[src/rtl/farmer_crossing_ctrl.sv]
// Farmer/fox/goat/beans crossing sequencer: validates one move per handshake, commits safe legal moves.
// Optional FARMER_UNDO_EN adds a one-level undo of the last committed move.
module farmer_crossing_ctrl #(
    parameter int MAX_MOVES = 15,
    parameter int CNT_W     = 4
) (
    input  logic             clk,
    input  logic             reset,
    input  logic             move_valid,
    input  logic [1:0]       move_sel,
`ifdef FARMER_UNDO_EN
    input  logic             undo_req,
`endif
    output logic             move_ready,
    output logic             f,
    output logic             x,
    output logic             g,
    output logic             b,
    output logic [CNT_W-1:0] moves,
    output logic             rej,
    output logic [1:0]       rej_code,
    output logic             done,
    output logic             exhausted
);

    localparam logic [CNT_W-1:0] MAX_C = CNT_W'(MAX_MOVES);

    typedef enum logic [2:0] {IDLE, CHECK, COMMIT, REJECT, WON, EXHAUSTED} state_t;

    state_t           state;
    logic [1:0]       sel_q;
    logic [1:0]       code_q;
    logic [3:0]       cand_q;
    logic [3:0]       pos;
    logic [3:0]       cand;
    logic             item_bank;
    logic             illegal;
    logic             unsafe;
    logic [CNT_W-1:0] moves_inc;
`ifdef FARMER_UNDO_EN
    logic [3:0]       snap;
    logic             snap_vld;
`endif

    // Fox eats goat, or goat eats beans, whenever the pair is left without the farmer.
    function automatic logic eaten(input logic [3:0] s);
        return ((s[3] ^ s[2]) & ~(s[2] ^ s[1])) | ((s[3] ^ s[1]) & ~(s[1] ^ s[0]));
    endfunction

    assign pos       = {f, x, g, b};
    assign moves_inc = moves + CNT_W'(1);

    always_comb begin
        cand      = pos ^ 4'b1000;
        item_bank = f;
        case (sel_q)
            2'd1: begin cand[2] = ~x; item_bank = x; end
            2'd2: begin cand[1] = ~g; item_bank = g; end
            2'd3: begin cand[0] = ~b; item_bank = b; end
            default: ;
        endcase
        illegal = (item_bank != f);
        unsafe  = eaten(cand);
    end

    always_ff @(posedge clk) begin
        if (reset) begin
            state      <= IDLE;
            sel_q      <= 2'b00;
            code_q     <= 2'b00;
            cand_q     <= 4'b0000;
            {f, x, g, b} <= 4'b0000;
            moves      <= '0;
            rej        <= 1'b0;
            rej_code   <= 2'b00;
            done       <= 1'b0;
            exhausted  <= 1'b0;
            move_ready <= 1'b1;
`ifdef FARMER_UNDO_EN
            snap       <= 4'b0000;
            snap_vld   <= 1'b0;
`endif
        end else begin
            rej <= 1'b0;
            case (state)
                IDLE: begin
                    if (move_valid) begin
                        sel_q      <= move_sel;
                        move_ready <= 1'b0;
                        state      <= CHECK;
                    end
`ifdef FARMER_UNDO_EN
                    else if (undo_req) begin
                        if (snap_vld && moves != '0) begin
                            {f, x, g, b} <= snap;
                            moves        <= moves - CNT_W'(1);
                            snap_vld     <= 1'b0;
                        end else begin
                            rej      <= 1'b1;
                            rej_code <= 2'b11;
                        end
                    end
`endif
                end
                CHECK: begin
                    cand_q <= cand;
                    // Illegal selection outranks the safety verdict.
                    if (illegal) begin
                        code_q <= 2'b01;
                        state  <= REJECT;
                    end else if (unsafe) begin
                        code_q <= 2'b10;
                        state  <= REJECT;
                    end else begin
                        state  <= COMMIT;
                    end
                end
                REJECT: begin
                    rej        <= 1'b1;
                    rej_code   <= code_q;
                    move_ready <= 1'b1;
                    state      <= IDLE;
                end
                COMMIT: begin
                    {f, x, g, b} <= cand_q;
                    if (moves != MAX_C)
                        moves <= moves_inc;
`ifdef FARMER_UNDO_EN
                    snap     <= pos;
                    snap_vld <= 1'b1;
`endif
                    if (cand_q == 4'b1111) begin
                        done  <= 1'b1;
                        state <= WON;
                    end else if (moves_inc == MAX_C) begin
                        exhausted <= 1'b1;
                        state     <= EXHAUSTED;
                    end else begin
                        move_ready <= 1'b1;
                        state      <= IDLE;
                    end
                end
                WON, EXHAUSTED: move_ready <= 1'b0;
                default: state <= IDLE;
            endcase
        end
    end

endmodule

[config.mk]
export PLATFORM = sky130hd
export DESIGN_NAME = farmer_crossing_ctrl
export DESIGN_NICKNAME = d
export VERILOG_FILES = /design/src/rtl/farmer_crossing_ctrl.sv
export SDC_FILE = /design/constraint.sdc
export NUM_CORES = 1
export LEC_CHECK = 0
export ABC_AREA = 1
export CORE_ASPECT_RATIO = 0.75
export CORE_MARGIN = 5
export CORE_UTILIZATION = 47
export DETAILED_ROUTE_END_ITERATION = 10
export DONT_BUFFER_PORTS = 1
export PLACE_DENSITY = 0.72
export SLEW_MARGIN = 20
export SYNTH_ARGS = -nofsm -noshare
export SYNTH_HDL_FRONTEND = slang
export SYNTH_SLANG_ARGS = --single-unit
[constraint.sdc]
create_clock -name clk -period 2.5 [get_ports clk]
set_clock_uncertainty 0.2 [all_clocks]
set_input_delay 0.375 -clock clk [delete_from_list [all_inputs] [get_ports clk]]
set_output_delay 0.375 -clock clk [all_outputs]
set_load 0.02 [all_outputs]
# Word level (Yosys, flattened, before mapping)
# Index checks and enable logic that the tools add are counted.
[totals] register_bits=25 output_inout_bits=14 elab_cells=73
[classes] addsub=1 eq_ne=15 mux=17 bitwise=15 n_reduce_logical=11
[op_table] operator="one-hot mux 3 bit (4 select lines)" count=1
[op_table] operator="AND reduction 2 bit" count=5
[op_table] operator="2-to-1 mux 1 bit" count=9
[op_table] operator="2-to-1 mux 3 bit" count=3
[op_table] operator="== test 4 bit (second input constant)" count=2
[op_table] operator="inverter 1 bit" count=8
[op_table] operator="== test 3 x 2 -> 1 bit (second input constant)" count=2
[op_table] operator="== test 3 bit (second input constant)" count=2
[op_table] operator="inequality test 2 bit (second input constant)" count=3
[op_table] operator="adder 4 x 1 -> 4 bit (second input constant)" count=1
[op_table] operator="== test 2 bit (second input constant)" count=2
[op_table] operator="2-to-1 mux 2 bit" count=2
[op_table] operator="inequality test 4 bit (second input constant)" count=1
[op_table] operator="one-hot mux 1 bit (4 select lines)" count=1
[op_table] operator="AND reduction 4 bit" count=1
[op_table] operator="nonzero test 4 bit" count=1
[op_table] operator="XOR 1 bit" count=4
[op_table] operator="== test 3 x 1 -> 1 bit (second input constant)" count=1
[op_table] operator="logical NOT 3 bit" count=1
[op_table] operator="one-hot mux 1 bit (3 select lines)" count=1
[op_table] operator="AND reduction 3 bit" count=1
[op_table] operator="AND 1 bit" count=2
[op_table] operator="== test 2 x 1 -> 1 bit (second input constant)" count=1
[op_table] operator="nonzero test 2 bit" count=1
[op_table] operator="3 further kinds" count=3

# Longest topological paths before layout
# Gate-level depths: netlist (run 1).
[depth] depth_word=9 depth_mapped=13 mapped_depth_nobuf=13

# Least setup slack after synthesis (run 1)
# Ideal clock, no wire load.
[synth_path] path_kind="reg-to-reg" start="reg x" end="reg state[0]" setup_ps=131 t_arrival_ps=1282 path_slack_ps=887 stages_incl_launch_ff=12 n_path_buf=0 period_less_slack_ps=1613 cell_sequence="dfxtp_1 > ha_1 > inv_1 > nand2_1 > nand2_1 > nand2_1 > nand2_1 > nand2_1 > nor2_1 > nand2_1 > nand2_1 > a21oi_2"
[synth_between] elab_chain_len=9
[synth_rtl] item="from (decl)" line_no="16" rtl="output logic x,"
[synth_rtl] item="from (signal assigned)" line_no="125" rtl="{f, x, g, b} <= cand_q;"
[synth_rtl] item="inverter 1 bit" line_no="57" rtl="2'd1: begin cand[2] = ~x; item_bank = x; end"
[synth_rtl] item="2-to-1 mux 1 bit (*)" line_no="56" rtl="case (sel_q)"
[synth_rtl] item="net cand[2]" line_no="35" rtl="logic [3:0] cand;"
[synth_rtl] item="XOR 1 bit" line_no="47" rtl="return ((s[3] ^ s[2]) & ~(s[2] ^ s[1])) | ((s[3] ^ s[1]) & ~(s[1] ^ s[0]));"
[synth_rtl] item="inverter 1 bit" line_no="47"
[synth_rtl] item="AND 1 bit (*)" line_no="47"
[synth_rtl] item="bitwise OR 1 bit (*)" line_no="47"
[synth_rtl] item="2-to-1 mux 1 bit (*)" line_no="111" rtl="end else if (unsafe) begin"
[synth_rtl] item="2-to-1 mux 1 bit (*)" line_no="108" rtl="if (illegal) begin"
[synth_rtl] item="one-hot mux 3 bit (4 select lines) (*)" line_no="85" rtl="case (state)"
[synth_rtl] item="to (signal assigned)" line_no="110" rtl="state <= REJECT;"
[synth_rtl] item="to (signal assigned)" line_no="113" rtl="state <= REJECT;"
[synth_rtl] item="to (signal assigned)" line_no="115" rtl="state <= COMMIT;"
[synth_rtl] item="to (decl)" line_no="30" rtl="state_t state;"
# The timed path passes the listed nets; every way through them passes the cells marked *.
# A chain may end at the register's enable or synchronous reset.

# Worst setup path in the final report (run 1)
# Ends and elaborated chain as after synthesis.

==> results.ini, run 1 <==
[critical_path]
worst_setup_path_end_kind=register
required_ns=2.51
arrival_ns=1.80
start_kind=register
path_max_fanout=3
rrSetupSlack_ns=0.71
worstSetupPathType=reg -> reg

[pwr]
pwr_density_cell_mw_per_mm2=612
ir_worst_vdd_mv=0.362
p_leak_uw=0.000559

[timing]
grt_setup_unrepaired=no
tightest_slew_ns=0.518
final_max_slew_viol_count=0
min_period_over_period_pct=71.7
fmax_mhz=558
finalSetupViolations=0
min_period_ns=1.79
slew_headroom_pct=65.4
finalSetupTns_ns=0
hold_viol_final=0

[placed_design]
dpl-instance-area_mm2=0.00120
gp_congestion=0.849
dp_hpwl_um=1820
port_buffers=0

[floorplan]
die_area_mm2=0.00360
start_util_pct=49.9
row_count=15
die_h_um=53.2
io_pins=19
die_x_um=67.6
core_mm2=0.00235

[global_route]
grt_pass1_wl_um=3910
grtUsageTotal_pct=15.0
antenna_found_initial=0
grt_max_degree=15
grt_pass1_vias=892
overflow=0

[route]
avgRoutedWirePerCell_um=12.1
route.detailed.drc=0
routed_wl_um=2390
vias=984
vias_per_cell=4.99
drtIter0Drc=74
dr.pass1.iters=4
postRouteAntennaNets=0

[cells_and_area]
fillCellCount=233
register_area_um2=500
diodes=0
area_growth_pct=6.10
multi_input_comb_area_um2=552
fin_area_mm2=0.00124
drive_gt1_share_pct=9.20
nets=174

[logic_synthesis]
ys.flop_type=dfxtp_1
synth_top_area_share_pct=42.8
seq_area_frac_synth_pct=42.8
synth_edf_count=0
synthCells=160
ys_ff_latch=25
yosysUniqueCellTypes=22
netlist_area_mm2=0.00117
syn_avg_cell_area_um2=7.31
yosys.area.top_type=dfxtp_1
yosysMostFrequentCell=nand2_1
yosys-top-cells-area=dfxtp_1 (43%), nand2_1 (11%), inv_1 (8.3%)
synthArstFlopShare_pct=0
ys.warnings.count=0
synth_nets=170
netlist_top_cells_count=nand2_1 (35), inv_1 (26), dfxtp_1 (25), a21oi_1 (18), nor2_1 (14)

[clock_tree]
clock-sinks=25
cts_setup_buffers=0
cts_root_buf=clkbuf_4
cts_buffers=3
clk_pin_slew_ns=0.13
clkLatencyLatePin_ns=0.33
htreeDepth=1
cts_tree=yes
clk_path_buf_depth=2
cts_resized=0

[min_path]
hold_path.class=in -> reg

[job]
cap_violations=0

[status]
outcome=finished clean

-- cells in the final DEF (no fill, tap or decap), drive strengths merged --
cell type / instances
clkbuf: 3
a21oi: 19
clkinv: 1
a211oi: 1
inv: 29
or2: 2
nand2: 35
nand4: 4
nand3: 7
nor2: 17
dfxtp: 25
dlygate4sd3: 1
o21ai: 14
ha: 5
-- stage by stage --
step | utilization, % | instances | setup WS (ns) | total power [uW] | hold WS, ns
2_1_floorplan | - | 160 | 0.887 | 559 | 0.230
3_3_place_gp | 51.3 | 192 | 0.751 | 577 | 0.241
3_5_place_dp | 51.3 | 192 | 0.749 | 582 | 0.241
4_1_cts | 52.9 | 197 | 0.688 | 767 | 0.0338
5_1_grt | 52.9 | 197 | 0.510 | 806 | 0.0292
6_report | 52.9 | 197 | 0.706 | 760 | 0.0457
-- worst max-delay path: stages, from the launching register on --
cell	delay, ns
dfxtp_1	0.51
ha_1	0.29
inv_1	0.08
nand2_1	0.05
nand2_1	0.06
nand2_1	0.05
nand2_1	0.10
nand2_1	0.06
nor2_1	0.11
nand2_1	0.05
nand2_1	0.07
a21oi_2	0.05
-- flip-flops by register name, indices dropped and copies added, names as in the netlist, 2 cells and up --
signal / flops
cand_q: 4
code_q: 2
moves: 4
rej_code: 2
sel_q: 2
state: 3
-- area by class of cell --
cell class	count	area share (%)
Inverter	29	8.77
Clock inverter	1	0.403
Timing Repair Buffer	1	0.806
Clock buffer	3	1.81
Tap cell	34	3.43
Multi-Input combinational cell	104	44.5
Sequential cell	25	40.3
-- worst paths after layout --
check | start | to | cells past startpoint
worst max-delay path | x | state[0] | 11
worst max register to register | x | state[0] | 11
worst min register to register | code_q[1] | rej_code[1] | 2
worst min-delay path | move_sel[1] | sel_q[1] | 2
-- cell families after synthesis --
family                     Yosys count  share of synthesized area, %
DFF                                 25                          42.8
and+or+nand+nor                     65                          26.4
AOI/OAI and AO/OA                   34                          15.4
adders and majority gates            5                          5.35
buffers and inverters               31                          10.1
-- routing by layer --
layer  vias up  GRT usage [%]  part of all wire (%)
met5         -              0                     0
met4         0           5.05                   1.3
met3         5           6.58                   6.8
met2        20           23.6                    45
met1       444           18.1                    46
li1        515              -                     -
-- timing repair --
| item | 4_1_cts | 5_1_grt |
|---|---|---|
| endpoints found under the hold margin | 12 | 0 |
| setup endpoints to repair | 0 | 0 |
| hold buffers | 1 | 0 |
-- report_power, final --
part	switching [uW]	leakage, uW	internal (uW)
clock network	122	0.0000177	60.1
logic	75.2	0.000338	40.0
registers	35.8	0.000204	426
total	233	0.000559	527
Power figures use the tool's default switching activity.
==> inputs of run 2 (changes only) <==
Clock period 2.5 ns to 1.7 ns, I/O delays scaled along.
==> results.ini, run 2 (synthesis gave the netlist of run 1 again) <==
[status]
outcome=complete, but fails checks
violations=hold timing

[min_path]
hold_path.class=in -> reg

[floorplan]
row_count=15
io_pins=19
core_mm2=0.00235
die_x_um=67.6
start_util_pct=49.9
die_h_um=53.2
die_area_mm2=0.00360

[clock_tree]
cts_root_buf=clkbuf_4
clkLatencyLatePin_ns=0.32
hold_buffers=3
cts_buffers=3
clock-sinks=25
clk_pin_slew_ns=0.14
clk_path_buf_depth=2
cts_tree=yes
htreeDepth=1

[critical_path]
required_ns=1.76
arrival_ns=1.72
cp_num_buf_inv=2
path_cells=nand2_1 > inv_2 > ha_4 > inv_2 > nand2_2 > nand2_1 > nand2_1 > nand2_1 > nand2_1 > nor2_1 > nand2_1 > nand2_1 > a21oi_2
slowest_stage=dfxtp_4
slowest_delay_ns=0.39
crit_top_cell=nand2_1
worst_setup_path_end_kind=register
worstSetupPathType=reg -> reg
crit_family=simple AND/OR/NAND/NOR gates
start_kind=register
path_max_fanout=3

[cells_and_area]
nets=188
layout_commonest_cell=nand2_1
reg_top3=cand_q: 4 flops, moves: 4 flops, state: 3 flops
fillCellCount=218
layout_common_cells=nand2_1 (33), dfxtp_1 (23), inv_1 (20)
diodes=0
drive_gt1_share_pct=23.7
stdcell_count=211
fin_util_pct=60.9
area_growth_pct=22.0

[timing]
holdWs_ns=-0.220
setup_slack_ns=0.0415
tightest_slew_ns=0.342
final_max_slew_viol_count=0
min_period_over_period_pct=97.6
hold_viol_final=12
min_period_ns=1.66
grt_setup_unrepaired=yes
finalSetupViolations=0
fmax_mhz=603
slew_headroom_pct=77.2

[global_route]
grtUsageTotal_pct=16.0
overflow=0
grt_pass1_wl_um=4130
grt_pass1_vias=952
grt_max_degree=14
antenna_found_initial=0

[placed_design]
dp_hpwl_um=1830
port_buffers=0
dp.cells=201
place_ws_ns=-0.00434
gp_congestion=0.804

[pwr]
ir_worst_vdd_mv=0.404
pwr-share-comb_pct=20.1
pwr-share-clk_pct=22.4
p_int_uw=818
sw_frac_of_total_pct=30.4
p_leak_uw=0.000619
pwr_density_cell_mw_per_mm2=824
sequentialPowerShare_pct=57.5
switchingPower_uw=358

[route]
routed_wl_um=2560
vias=1030
route.detailed.drc=0
drtIter0Drc=35
vias_per_cell=4.88
dr.pass1.iters=4
avgRoutedWirePerCell_um=12.1
postRouteAntennaNets=0

[job]
cap_violations=0

==> run 2: cell types whose count changed in the layout (fill, tap and decap cells not counted), sizes merged <==
cell,before,now
clkinv,1,0
dlygate4sd3,1,3
buf,0,12
clkbuf,3,4
==> run 2: path summary, 6_finish.rpt <==
kind / startpoint / to / slack [ns] / cells past startpoint
worst max-delay path: sel_q[1] / state[0] / 0.04 / 13
worst min-delay path: reset / code_q[0] / -0.22 / 1
worst max register to register: sel_q[1] / state[0] / 0.04 / 13
worst min register to register: code_q[0] / code_q[0] / 0.28 / 2
==> run 2: worst reg2reg max path: cells and delay by family (launching register included) <==
family,cells,cell delay (ns)
simple gates,9,0.53
fa+ha+maj,1,0.26
buf+inv,2,0.09
compound gates,1,0.12
flops,1,0.39
==> run 2: area by class of cell <==
cell class                 count  area [um^2]  share of cell area (%)
clock buffer                   4         26.3                    1.84
timing repair buffer          15          120                    8.41
sequential                    25          508                    35.6
multi-input combinational    104          614                    43.0
inverter                      29          116                    8.15
tap                           34         42.5                    2.98
==> run 2: metrics by stage <==
step	setup TNS, ns	hold slack, ns	cell area [um^2]	total power, uW
2_1_floorplan	0	0.124	1170	822
3_3_place_gp	0	0.122	1270	865
3_5_place_dp	-0.00434	0.122	1270	872
4_1_cts	0	-0.231	1340	1160
5_1_grt	-0.0336	-0.268	1430	1270
6_report	0	-0.220	1430	1180
==> run 2: power by group through the flow <==
stage          clock network, uW  logic [uW]  registers [uW]
2_1_floorplan                  0         139             683
3_3_place_gp                   0         187             678
3_5_place_dp                   0         192             681
4_1_cts                      281         204             670
5_1_grt                      317         265             683
6_report                     263         236             677
==> run 2: layer usage <==
metal,GRT usage (%),share of wire (%),vias to the layer above
met2,27.9,50,17
met4,4.38,0.66,0
met5,0,0,-
met3,5.94,5.6,2
li1,-,-,545
met1,18.2,44,466
==> run 2: what timing repair did <==
action	in CTS	in global routing
endpoints found under the setup margin	2	3
hold endpoints to repair	14	12
setup buffers	1	2
pin swaps	4	11
gates resized for setup	4	19
gates cloned	0	0
==> variant, RTL diff (flow settings as in run 1) <==
The option `FARMER_UNDO_EN` is turned on by a define.
--- a/src/rtl/farmer_crossing_ctrl.sv
+++ b/src/rtl/farmer_crossing_ctrl.sv
@@ -1,4 +1,6 @@
 // Farmer/fox/goat/beans crossing sequencer: validates one move per handshake, commits safe legal moves.
 // Optional FARMER_UNDO_EN adds a one-level undo of the last committed move.
+`define FARMER_UNDO_EN
+
 module farmer_crossing_ctrl #(
     parameter int MAX_MOVES = 15,
Ports: changed (added undo_req); port bits go from 19 to 20. The function was not compared with the original's and may differ.
==> variant against run 1 <==
Routed wire length rose by 40%; sequential cell count up 5; area after synthesis increased by 33%; setup slack got worse by 0.22 ns; via count rose by 33%; die area grew 27%; final area increased by 36%; maximum frequency fell by 11%; power up 48%; final cell count increased by 32%; hold slack lost 0.019 ns; clock power up 120%.
==> variant: results <==
{
  "worstSetupPathType": "flop to flop",
  "reg_top3": "cand_q: 4 flops, moves: 4 flops, snap: 4 flops",
  "ys_types": 26,
  "tightest_slew_ns": 0.670,
  "synth_compound_area_share_pct": 17.5,
  "synth_xor_area_share_pct": 0.562,
  "dp_slack_ns": 0.583,
  "clock_latency_ns": 0.29,
  "worst_ir_drop_vdd_v": 0.000385,
  "hpwl_um": 2330,
  "synth_common_cells": "46 x nand2_1, 34 x inv_1, 30 x dfxtp_1",
  "grt_max_degree": 17,
  "io_buffers": 0,
  "p_leak_nw": 0.736,
  "synth_nets": 228,
  "r2r_setup_slack_ns": 0.49,
  "cts_made_buffers": 5,
  "cts.htree.levels": 2,
  "cts_root_buffer": "clkbuf_8",
  "fmax_ghz": 0.497,
  "drt_iter0_drc": 78,
  "wl_per_cell_um": 12.8,
  "drive_gt1_share_pct": 12.7,
  "startpoint": "moves[0]$_SDFFE_PP0P_",
  "antenna_found_initial": 0,
  "synthAdderAreaFrac_pct": 4.82,
  "worstPathArrival_ns": 1.95,
  "synth_area_leaders": "dfxtp_1 39%, nand2_1 11%, a21oi_1 8.7%",
  "r2r_cells": 9,
  "r2r-end": "g$_SDFFE_PP0P_",
  "ys_seq_area_share_pct": 38.6,
  "grtUsageTotal_pct": 16.4,
  "gp_congestion": 0.829,
  "cp_max_fo": 10,
  "clk_pin_slew_ns": 0.07,
  "post-cts-setup-buffers": 0,
  "status": "finished clean",
  "slowest_delay_ns": 0.40,
  "grt_pass1_wl_um": 5760,
  "grt_pass1_vias": 1202,
  "vias_per_cell": 5.00
}
variant: area by class of cell:
type	instances	area (um2)
Fill cell	319	1560
Tap cell	40	50.0
Timing Repair Buffer	1	10.0
Multi-Input combinational cell	142	782
Inverter	40	153
Sequential cell	30	601
Clock buffer	7	86.3
Clock inverter	1	5.00
variant: how the worst min path moves through the flow:
stage	slack [ns]	cells past startpoint	from	endpoint
after floorplan	0.24	2	snap_vld$_SDFFE_PP0P_	snap_vld$_SDFFE_PP0P_
after global placement	0.24	1	reset	x$_SDFFE_PP0P_
after detailed placement	0.24	1	reset	x$_SDFFE_PP0P_
after CTS	0.02	2	reset	moves[2]$_SDFFE_PP0P_
after global routing	0.03	2	reset	moves[2]$_SDFFE_PP0P_
final	0.03	2	reset	moves[2]$_SDFFE_PP0P_
variant: stage by stage:
step / cells / cell area [um2] / hold slack [ns]
floorplan: 216 / 1560 / 0.240
global placement: 252 / 1590 / 0.242
detailed placement: 252 / 1590 / 0.242
CTS: 261 / 1690 / 0.0158
global route: 261 / 1690 / 0.0261
finish: 261 / 1690 / 0.0270
variant: kinds of logic after synthesis:
family	count (synthesis)
AND/OR/NAND/NOR	87
AO/OA/AOI/OAI	48
buffers and inverters	44
flip-flops	30
adder cells (fa/ha/maj)	6
XOR/XNOR	1
variant: worst register-to-register path, stage by stage (launching register included):
cell and delay (ns):
dfxtp_1 0.40, inv_1 0.17, ha_1 0.18, nand2_1 0.07, o21ai_1 0.21, nand2_1 0.19
nand2_4 0.19, nor2_2 0.05, a21oi_1 0.12, a21oi_1 0.07
variant: power by group:
group,internal [W],switching (W)
Sequential,0.000508,0.0000439
Clock,0.000222,0.000186
Combinational,0.0000566,0.000107
Total,0.000787,0.000337
variant: routing by layer:
layer | GRT usage, % | part of all wire [%] | wire length, um
met3 | 7.53 | 6.5 | 217
met5 | 0 | 0 | 0
met1 | 20.5 | 49 | 1650
met2 | 24.5 | 43 | 1430
met4 | 6.73 | 1.3 | 42
